**config.mk**
```make
export PLATFORM = sky130hd
export DESIGN_NAME = fifo_wr_serializer_flat
export DESIGN_NICKNAME = d
export VERILOG_FILES = /design/src/rtl/fifo_wr_serializer_if.sv /design/src/rtl/fifo_wr_serializer.sv /design/src/flat_wrapper.sv
export SDC_FILE = /design/constraint.sdc
export NUM_CORES = 1
export LEC_CHECK = 0
export BUFFER_PORTS_ARGS = -buffer_cell sky130_fd_sc_hd__clkbuf_2
export CAP_MARGIN = 20
export CORE_ASPECT_RATIO = 1.2
export CORE_UTILIZATION = 31
export CTS_BUF_LIST = sky130_fd_sc_hd__clkbuf_2
export DETAILED_ROUTE_END_ITERATION = 12
export GPL_TIMING_DRIVEN = 0
export HOLD_SLACK_MARGIN = 0.02
export SETUP_SLACK_MARGIN = 0.15
export SYNTH_ARGS = -nofsm -noshare
export SYNTH_HDL_FRONTEND = slang
export SYNTH_SLANG_ARGS = --single-unit
```
**constraint.sdc**
```tcl
create_clock -name wclk -period 1.6 [get_ports wclk]
set_clock_uncertainty 0.05 [all_clocks]
set_input_delay 0.24 -clock wclk [delete_from_list [all_inputs] [get_ports wclk]]
set_output_delay 0.24 -clock wclk [all_outputs]
set_load 0.05 [all_outputs]
```
**src/rtl/fifo_wr_serializer_if.sv**
```systemverilog
// fifo_wr_serializer_if
// Bundles the wide input stream and the FIFO write port of the write-side
// serialiser.
//   s_valid/s_ready/s_data/s_last/s_nbytes : wide beat stream (lane 0 = LSBs)
//   wfull                                   : FIFO full flag (wclk domain)
//   winc/wdata                              : one FIFO-width write per cycle
// The master modport is the environment, meaning the beat source plus the
// FIFO. The slave modport is the serialiser.
interface fifo_wr_serializer_if #(
  parameter int FIFO_WIDTH = 8,
  parameter int LANES      = 4
);
  localparam int NBW = $clog2(LANES) + 1;

  logic                        s_valid;
  logic                        s_ready;
  logic [LANES*FIFO_WIDTH-1:0] s_data;
  logic                        s_last;
  logic [NBW-1:0]              s_nbytes;
  logic                        wfull;
  logic                        winc;
  logic [FIFO_WIDTH-1:0]       wdata;

  modport master (
    output s_valid, s_data, s_last, s_nbytes, wfull,
    input  s_ready, winc, wdata
  );

  modport slave (
    input  s_valid, s_data, s_last, s_nbytes, wfull,
    output s_ready, winc, wdata
  );
endinterface

```
**src/rtl/fifo_wr_serializer.sv**
```systemverilog
// fifo_wr_serializer
// Write-side width converter in front of the async FIFO (wclk domain). It
// accepts LANES*FIFO_WIDTH-bit beats and emits one FIFO word per cycle,
// lane 0 first. Short final beats send only s_nbytes lanes. It counts
// completed frames.
// Ports:
//   wclk, wrst_n : write clock, asynchronous active-low reset
//   bus          : slave side of fifo_wr_serializer_if (stream in, FIFO out)
//   frame_cnt    : completed frames, wraps modulo 2^CNT_WIDTH
//   busy         : holding register occupied (same as winc)
module fifo_wr_serializer #(
  parameter int FIFO_WIDTH = 8,
  parameter int LANES      = 4,
  parameter int CNT_WIDTH  = 16
) (
  input  logic                 wclk,
  input  logic                 wrst_n,
  fifo_wr_serializer_if.slave  bus,
  output logic [CNT_WIDTH-1:0] frame_cnt,
  output logic                 busy
);
  localparam int LW  = $clog2(LANES);
  localparam int NBW = LW + 1;

  typedef enum logic {EMPTY, SEND} state_t;

  state_t                               state_q, state_d;
  logic [LANES-1:0][FIFO_WIDTH-1:0]     hold_word;
  logic                                 hold_last;
  logic [LW-1:0]                        lane;
  logic [LW-1:0]                        last_lane;
  logic                                 xfer;
  logic                                 final_xfer;
  logic                                 accept;

  // Index of the last lane to send. Full beats and out-of-range byte counts
  // use every lane.
  function automatic logic [LW-1:0] final_lane(input logic           last,
                                               input logic [NBW-1:0] nbytes);
    logic [NBW-1:0] nb;
    nb = NBW'(LANES);
    if (last && (nbytes != '0) && (nbytes <= NBW'(LANES))) nb = nbytes;
    return LW'(nb - 1'b1);
  endfunction

  // While the FIFO is full, winc stays asserted. The FIFO drops the request,
  // so the lane pointer simply holds and nothing is lost or duplicated.
  always_comb begin
    state_d     = state_q;
    bus.winc    = 1'b0;
    xfer        = 1'b0;
    final_xfer  = 1'b0;
    bus.s_ready = 1'b0;
    accept      = 1'b0;
    case (state_q)
      EMPTY: begin
        bus.s_ready = 1'b1;
        accept      = bus.s_valid;
        if (accept) state_d = SEND;
      end
      SEND: begin
        bus.winc    = 1'b1;
        xfer        = !bus.wfull;
        final_xfer  = xfer && (lane == last_lane);
        // A new beat can load in the same cycle as the final-lane write, so
        // back-to-back beats stream with no bubble.
        bus.s_ready = final_xfer;
        accept      = bus.s_valid && final_xfer;
        if (final_xfer && !accept) state_d = EMPTY;
      end
      default: state_d = EMPTY;
    endcase
  end

  assign bus.wdata = hold_word[lane];
  assign busy      = bus.winc;

  // Holding register stage
  always_ff @(posedge wclk or negedge wrst_n) begin
    if (!wrst_n) begin
      state_q   <= EMPTY;
      hold_word <= '0;
      hold_last <= 1'b0;
      lane      <= '0;
      last_lane <= '0;
      frame_cnt <= '0;
    end else begin
      state_q <= state_d;
      if (accept) begin
        hold_word <= bus.s_data;
        hold_last <= bus.s_last;
        lane      <= '0;
        last_lane <= final_lane(bus.s_last, bus.s_nbytes);
      end else if (xfer && !final_xfer) begin
        lane <= lane + 1'b1;
      end
      if (final_xfer && hold_last) frame_cnt <= frame_cnt + 1'b1;
    end
  end
endmodule
```
**src/flat_wrapper.sv**
```systemverilog
// flat-port wrapper written by rule: the top's interface ports become plain ports
module fifo_wr_serializer_flat 
#(
  parameter int FIFO_WIDTH = 8,
  parameter int LANES      = 4,
  parameter int CNT_WIDTH  = 16
)
  (wclk, wrst_n, frame_cnt, busy, bus_s_valid, bus_s_data, bus_s_last, bus_s_nbytes, bus_wfull, bus_s_ready, bus_winc, bus_wdata);
  fifo_wr_serializer_if #(.FIFO_WIDTH(FIFO_WIDTH), .LANES(LANES)) bus_i ();
  input  logic wclk;
  input  logic wrst_n;
  output logic [CNT_WIDTH-1:0] frame_cnt;
  output logic busy;
  input wire logic [$bits(bus_i.s_valid)-1:0] bus_s_valid;
  input wire logic [$bits(bus_i.s_data)-1:0] bus_s_data;
  input wire logic [$bits(bus_i.s_last)-1:0] bus_s_last;
  input wire logic [$bits(bus_i.s_nbytes)-1:0] bus_s_nbytes;
  input wire logic [$bits(bus_i.wfull)-1:0] bus_wfull;
  output wire logic [$bits(bus_i.s_ready)-1:0] bus_s_ready;
  output wire logic [$bits(bus_i.winc)-1:0] bus_winc;
  output wire logic [$bits(bus_i.wdata)-1:0] bus_wdata;
  assign bus_i.s_valid = bus_s_valid;
  assign bus_i.s_data = bus_s_data;
  assign bus_i.s_last = bus_s_last;
  assign bus_i.s_nbytes = bus_s_nbytes;
  assign bus_i.wfull = bus_wfull;
  assign bus_s_ready = bus_i.s_ready;
  assign bus_winc = bus_i.winc;
  assign bus_wdata = bus_i.wdata;
  fifo_wr_serializer #(.FIFO_WIDTH(FIFO_WIDTH), .LANES(LANES), .CNT_WIDTH(CNT_WIDTH)) u_core (.wclk(wclk), .wrst_n(wrst_n), .bus(bus_i), .frame_cnt(frame_cnt), .busy(busy));
endmodule
```
==> impl_metrics.ini, run 1 <==
[drt]
dr.pass1.iters = 10
viasPerCell = 4.77
drt_iter0_drc = 66
vias = 1952
detail-route-antenna-nets = 0
post_drt_wl_per_cell_um = 16.0
wirelength_um = 6530
drc_errors = 7

[worst_setup_path]
critPathMaxFanout = 4
cp.arrival_ns = 1.79
critPathKind = reg2out
end_kind = primary output
worstSetupStartpointType = flop
required_ns = 1.31

[synth]
syn_inst = 169
syn_area_per_cell_um2 = 15.1
syn-cell-area_mm2 = 0.00255
synthDistinctLibCells = 31
synth_seq_area_share_pct = 52.9
synth_area_leaders = dfrtp_1 53%, mux2_4 18%, mux4_2 7.1%
synth-seq-cells = 54
yosysTopAreaCell = dfrtp_1
synth_fp_nets = 210
ys_warn_count = 0
synth_top_area_share_pct = 52.9

[sta]
setup_tns_ns = -23.85
hold_ws_ns = 0.0788
finalSetupViolations = 63
setup_ws_ns = -0.485
fmax_ghz = 0.480
layout_worst_path_cycle_share_pct = 130
maxSlewViolCount = 0
final_hold_viol_count = 0
rsz0062_at_grt = yes
slew_headroom_pct = 50.6
worst_pin_slew_ns = 0.741
fin_crit_ns = 2.08

[global_route]
grtUsageMet1_pct = 18.0
grt_pass1_vias = 1976
grt_max_degree = 55
top_usage_layer = met2
track_usage_pct = 14.9
gr-usage-met2_pct = 27.6
grt_antenna_before_repair = 0
grt_pass1_wl_um = 9850
gr-total-overflow = 0
met3_usage_pct = 2.77

[cts]
cts_buffers = 5
clkSlewWorstSetupHoldPaths_ns = 0.28
cts_tree = built
cts_sinks = 54
ctsRootBufferMaster = clkbuf_2
htree_levels = 2
clock_path_buffers = 2
clk_latency_ns = 0.43

[min_path]
hp-class = in2reg

[floorplanning]
dieArea_mm2 = 0.00860
core_mm2 = 0.00784
pin_count = 67
rows = 35
start_util_pct = 32.6
die_h_um = 101
fp.dieW_um = 84.8

[power_and_ir_drop]
p_leak_nw = 2.13
ir_drop_mv = 1.19
power_density_mw_per_mm2 = 1970

[placed_design]
placement.io_buffers = 66
place_area_mm2 = 0.00312
place.gp.congestion = 0.702
dpl.hpwl_um = 3700
dp_cells = 327
dp_slack_ns = -0.495

[job]
cap_violations = 0

[layout]
final_cell_mix = 45 x clkbuf_2, 45 x dfrtp_1, 35 x dlygate4sd3_1
fillerInstances = 632
drive_gt1_share_pct = 60.9
multi_input_area_mm2 = 0.00135
nNetsFinal = 357
diodes = 0
instances_no_fill = 409
register_area_mm2 = 0.00136
fin_area_mm2 = 0.00435
area_growth_pct = 70.2

[status]
status = finished, violations left
violations = design-rule violations, negative setup slack
## per-layer routing
layer | vias to the layer above | part of all wire [%]
met3 | 6 | 3.5
met1 | 972 | 41
met2 | 55 | 55
met5 | - | 0
met4 | 0 | 0.67
li1 | 919 | -
## stage by stage
stage	utilization [%]	total power, mW
5_1_grt	55.4	8.97
6_report	55.4	8.56
3_5_place_dp	39.8	5.99
4_1_cts	52.9	8.10
3_3_place_gp	39.7	5.93
2_1_floorplan	-	5.24
## state kept, by name, indices dropped and copies added (netlist names)
register	cells
u_core.last_lane	2
u_core.frame_cnt	16
u_core.hold_last	1
u_core.state_q	1
u_core.lane	2
u_core.hold_word	32
## cells by family after synthesis
| family | count (synthesis) | share of synthesized area [%] |
|---|---|---|
| DFF | 54 | 52.9 |
| muxes | 42 | 26.5 |
| and+or+nand+nor | 34 | 7.94 |
| xor gates and xnor gates | 18 | 6.18 |
| buffers and inverters | 11 | 2.99 |
| AOI/OAI and AO/OA | 9 | 2.99 |
| adders and majority gates | 1 | 0.490 |
## synth_stat cells (all sizes together)
master,n
o21ai,2
dfrtp,54
mux4,8
o31a,1
nor2b,1
inv,4
or3,1
nand4,6
a21oi,2
buf,6
ha,1
nand3,6
o31ai,1
mux2,34
xnor2,5
xor2,13
nor3,5
o221ai,1
nor2,1
a41oi,2
clkbuf,1
or4,1
and3,1
nor4,6
nand2,4
nand2b,1
and4,1
## worst paths after layout
path                       slack (ns)                    to                 start  cells past startpoint
setup / recovery                -0.48          bus_wdata[2]        u_core.lane[0]                      3
hold reg to reg                  0.49  u_core.hold_word[21]  u_core.hold_word[21]                      1
setup reg to reg                -0.45  u_core.hold_word[15]        u_core.lane[0]                      7
hold / removal                   0.08   u_core.last_lane[0]           bus_s_valid                      2
min in group asynchronous        0.34  u_core.frame_cnt[12]                wrst_n                      2
max in group asynchronous        0.61  u_core.frame_cnt[10]                wrst_n                      2
## timing repair
item | CTS | global route
pin swaps | 12 | 25
gates cloned | 3 | 2
endpoints found under the setup margin | 80 | 78
buffers inserted | 23 | 11
resized for setup | 77 | 32
endpoints found under the hold margin | 88 | 0
hold buffers | 35 | 0
## report_power, final
part	total (mW)	switching, mW	internal [mW]	leakage, nW
clock network	0.695	0.417	0.278	0.0432
registers	2.34	0.401	1.94	0.630
logic	5.53	2.56	2.97	1.45
## cell type report
cell class	count	area share, %
Sequential cell	54	31.4
Tap cell	92	2.65
Inverter	4	0.346
Multi-Input combinational cell	104	31.2
Clock buffer	7	0.806
Timing Repair Buffer	140	30.3
Clock inverter	1	0.691
Buffer	7	2.68
## worst max-delay path: stages, from the launching register on
cell and delay [ns]:
dfrtp_2 0.50, clkbuf_16 0.17, mux4_2 0.52, buf_8 0.17
Note: power is estimated with default switching activity, not from simulation.
==> run 2: changes to the inputs <==
- SETUP_SLACK_MARGIN: 0.15 -> 0.3
==> run 2 against run 1 <==
  * The flow still finishes with violations (design-rule violations, negative setup slack)
  * Core utilization hardly changed
  * Flip-flop and latch count stayed put
  * Register-to-register slack hardly changed
  * Sequential power is 2% higher
  * Hold slack better by 0.0064 ns
  * Final cell count is 2.0% lower
  * Die area stayed put
  * Fmax is 1.0% higher
  * Global-route usage is 0.67 points higher
  * Via count is 1.7% lower
  * First-iteration DRC count is 35% lower
  * Critical path depth stayed put
  * Critical endpoint is now bus_wdata[4]
==> impl_metrics.ini, run 2 (synthesis gave the netlist of run 1 again) <==
[status]
status = finished, violations left
violations = design-rule violations, negative setup slack

[drt]
viasPerCell = 4.78
drc_errors = 7
drt_iter0_drc = 43
detail-route-antenna-nets = 0
post_drt_wl_per_cell_um = 15.4
wirelength_um = 6160
dr.pass1.iters = 9
vias = 1918

[sta]
setup_ws_ns = -0.464
fmax_ghz = 0.485
rsz0062_at_grt = yes
fin_crit_ns = 2.06
finalSetupViolations = 58
final_hold_viol_count = 0
maxSlewViolCount = 0
worst_pin_slew_ns = 0.502
slew_headroom_pct = 66.4
layout_worst_path_cycle_share_pct = 129

[worst_setup_path]
reg2reg_to = u_core.frame_cnt[7]
reg2reg_depth = 7
cp-startpoint = u_core.lane[0]
required_ns = 1.31
crit_buf_inv = 2
cp_top_family = multiplexers
regToRegSetupSlack_ns = -0.44
crit_chain = buf_12 -> mux4_2 -> buf_8
end_kind = primary output
cp.arrival_ns = 1.77
worstSetupStartpointType = flop
critPathMaxFanout = 9
slowest_stage = mux4_2
slowest_delay_ns = 0.54
rr_startpoint = u_core.lane[0]
critPathKind = reg2out

[layout]
top_regs = u_core.hold_word: 32 flops, u_core.frame_cnt: 16 flops
final_common_cell = clkbuf_2
top_register = u_core.hold_word
nNetsFinal = 349
multi_input_area_mm2 = 0.00131
register_area_mm2 = 0.00137
drive_gt1_share_pct = 58.9
fillerInstances = 643
final_cell_mix = 45 x clkbuf_2, 43 x dfrtp_1, 36 x dlygate4sd3_1
largest_reg_flops = 32
instances_no_fill = 401
area_growth_pct = 70.1
diodes = 0

[placed_design]
place.gp.congestion = 0.708
placement.io_buffers = 66
dpl.hpwl_um = 3860
dp_cells = 329

[floorplanning]
rows = 35
die_h_um = 101
start_util_pct = 32.6
fp.dieW_um = 84.8
dieArea_mm2 = 0.00860
core_mm2 = 0.00784
pin_count = 67

[global_route]
gr-total-overflow = 0
grt_pass1_vias = 2109
grt_pass1_wl_um = 10300
track_usage_pct = 15.6
grt_max_degree = 23
grt_antenna_before_repair = 0

[power_and_ir_drop]
finalPower_mw = 8.15
power_density_mw_per_mm2 = 1880
ir_drop_mv = 1.30
p_leak_nw = 2.11

[cts]
cts_tree = built
clkSlewWorstSetupHoldPaths_ns = 0.27
cts_sinks = 54
clock_path_buffers = 2
cts_buffers = 5
htree_levels = 2
ctsRootBufferMaster = clkbuf_2
clk_latency_ns = 0.43

[job]
cap_violations = 0

[min_path]
holdPathEnd = u_core.last_lane[1]
min_from = bus_s_nbytes[2]
hp-class = in2reg
min_path_cells = 3
-- run 2: cell count changes in the layout (fill, tap and decap cells not counted), moves of 2 or more --
cell | before | now
buf_12 | 5 | 3
buf_4 | 29 | 23
buf_6 | 13 | 7
buf_8 | 10 | 16
clkbuf_16 | 5 | 11
clkbuf_4 | 7 | 0
clkinv_2 | 0 | 2
dfrtp_1 | 45 | 43
dfrtp_2 | 9 | 11
-- run 2: cell type report --
cell class	instances	area share, %
repair buffers	132	31.8
flip-flops and latches	54	31.4
multi-input cells	104	30.2
well taps	92	2.65
plain buffers	7	2.07
clock inverters	3	0.922
clock buffers	5	0.576
inverters	4	0.346
-- run 2: worst max path at each step --
stage | slack (ns) | to | cells after the start
3_5_place_dp | -0.48 | u_core.frame_cnt[8] | 5
5_1_grt | -0.58 | bus_wdata[0] | 3
6_report | -0.46 | bus_wdata[4] | 3
4_1_cts | -0.53 | bus_wdata[0] | 3
2_1_floorplan | -0.52 | u_core.hold_last | 5
3_3_place_gp | -0.49 | u_core.frame_cnt[8] | 5
-- run 2: metal layers --
| layer | GRT usage, % | wire length, µm | vias to the layer above | part of all wire (%) |
|---|---|---|---|---|
| met4 | 3.91 | 47 | 0 | 0.76 |
| li1 | - | - | 900 | - |
| met5 | 0 | 0 | - | 0 |
| met2 | 29.9 | 3370 | 54 | 55 |
| met1 | 17.4 | 2520 | 958 | 41 |
| met3 | 3.59 | 225 | 6 | 3.7 |
-- run 2: worst reg2reg max path, cell delays in order (launching register included) --
cell,delay [ns]
dfrtp_1,0.48
buf_4,0.17
xor2_4,0.20
or3_4,0.44
buf_12,0.15
buf_16,0.14
nor3_4,0.18
xor2_1,0.18
-- run 2: power breakdown --
group          leakage [nW]  switching [mW]  internal [mW]
registers             0.627           0.446           1.93
logic                  1.44            2.37           2.72
clock network        0.0427           0.430          0.259
total                  2.11            3.24           4.91
-- run 2: through the flow --
step	utilization, %	setup TNS (ns)	hold WS [ns]	area [µm²]	setup WS, ns
3_3_place_gp	39.7	-14.60	0.407	3120	-0.487
4_1_cts	54.5	-20.94	0.0459	4270	-0.530
3_5_place_dp	40.4	-15.82	0.150	3170	-0.475
5_1_grt	55.4	-26.86	0.0481	4340	-0.580
6_report	55.4	-20.30	0.0852	4340	-0.464
2_1_floorplan	-	-18.70	-0.106	2670	-0.516
-- run 2: repair_timing --
action / CTS / global route
hold buffers: 36 / 0
endpoints found under the hold margin: 67 / 0
pin swaps: 13 / 8
buffers inserted: 23 / 4
cloned: 1 / 0
setup endpoints to repair: 81 / 81
gates resized for setup: 87 / 19
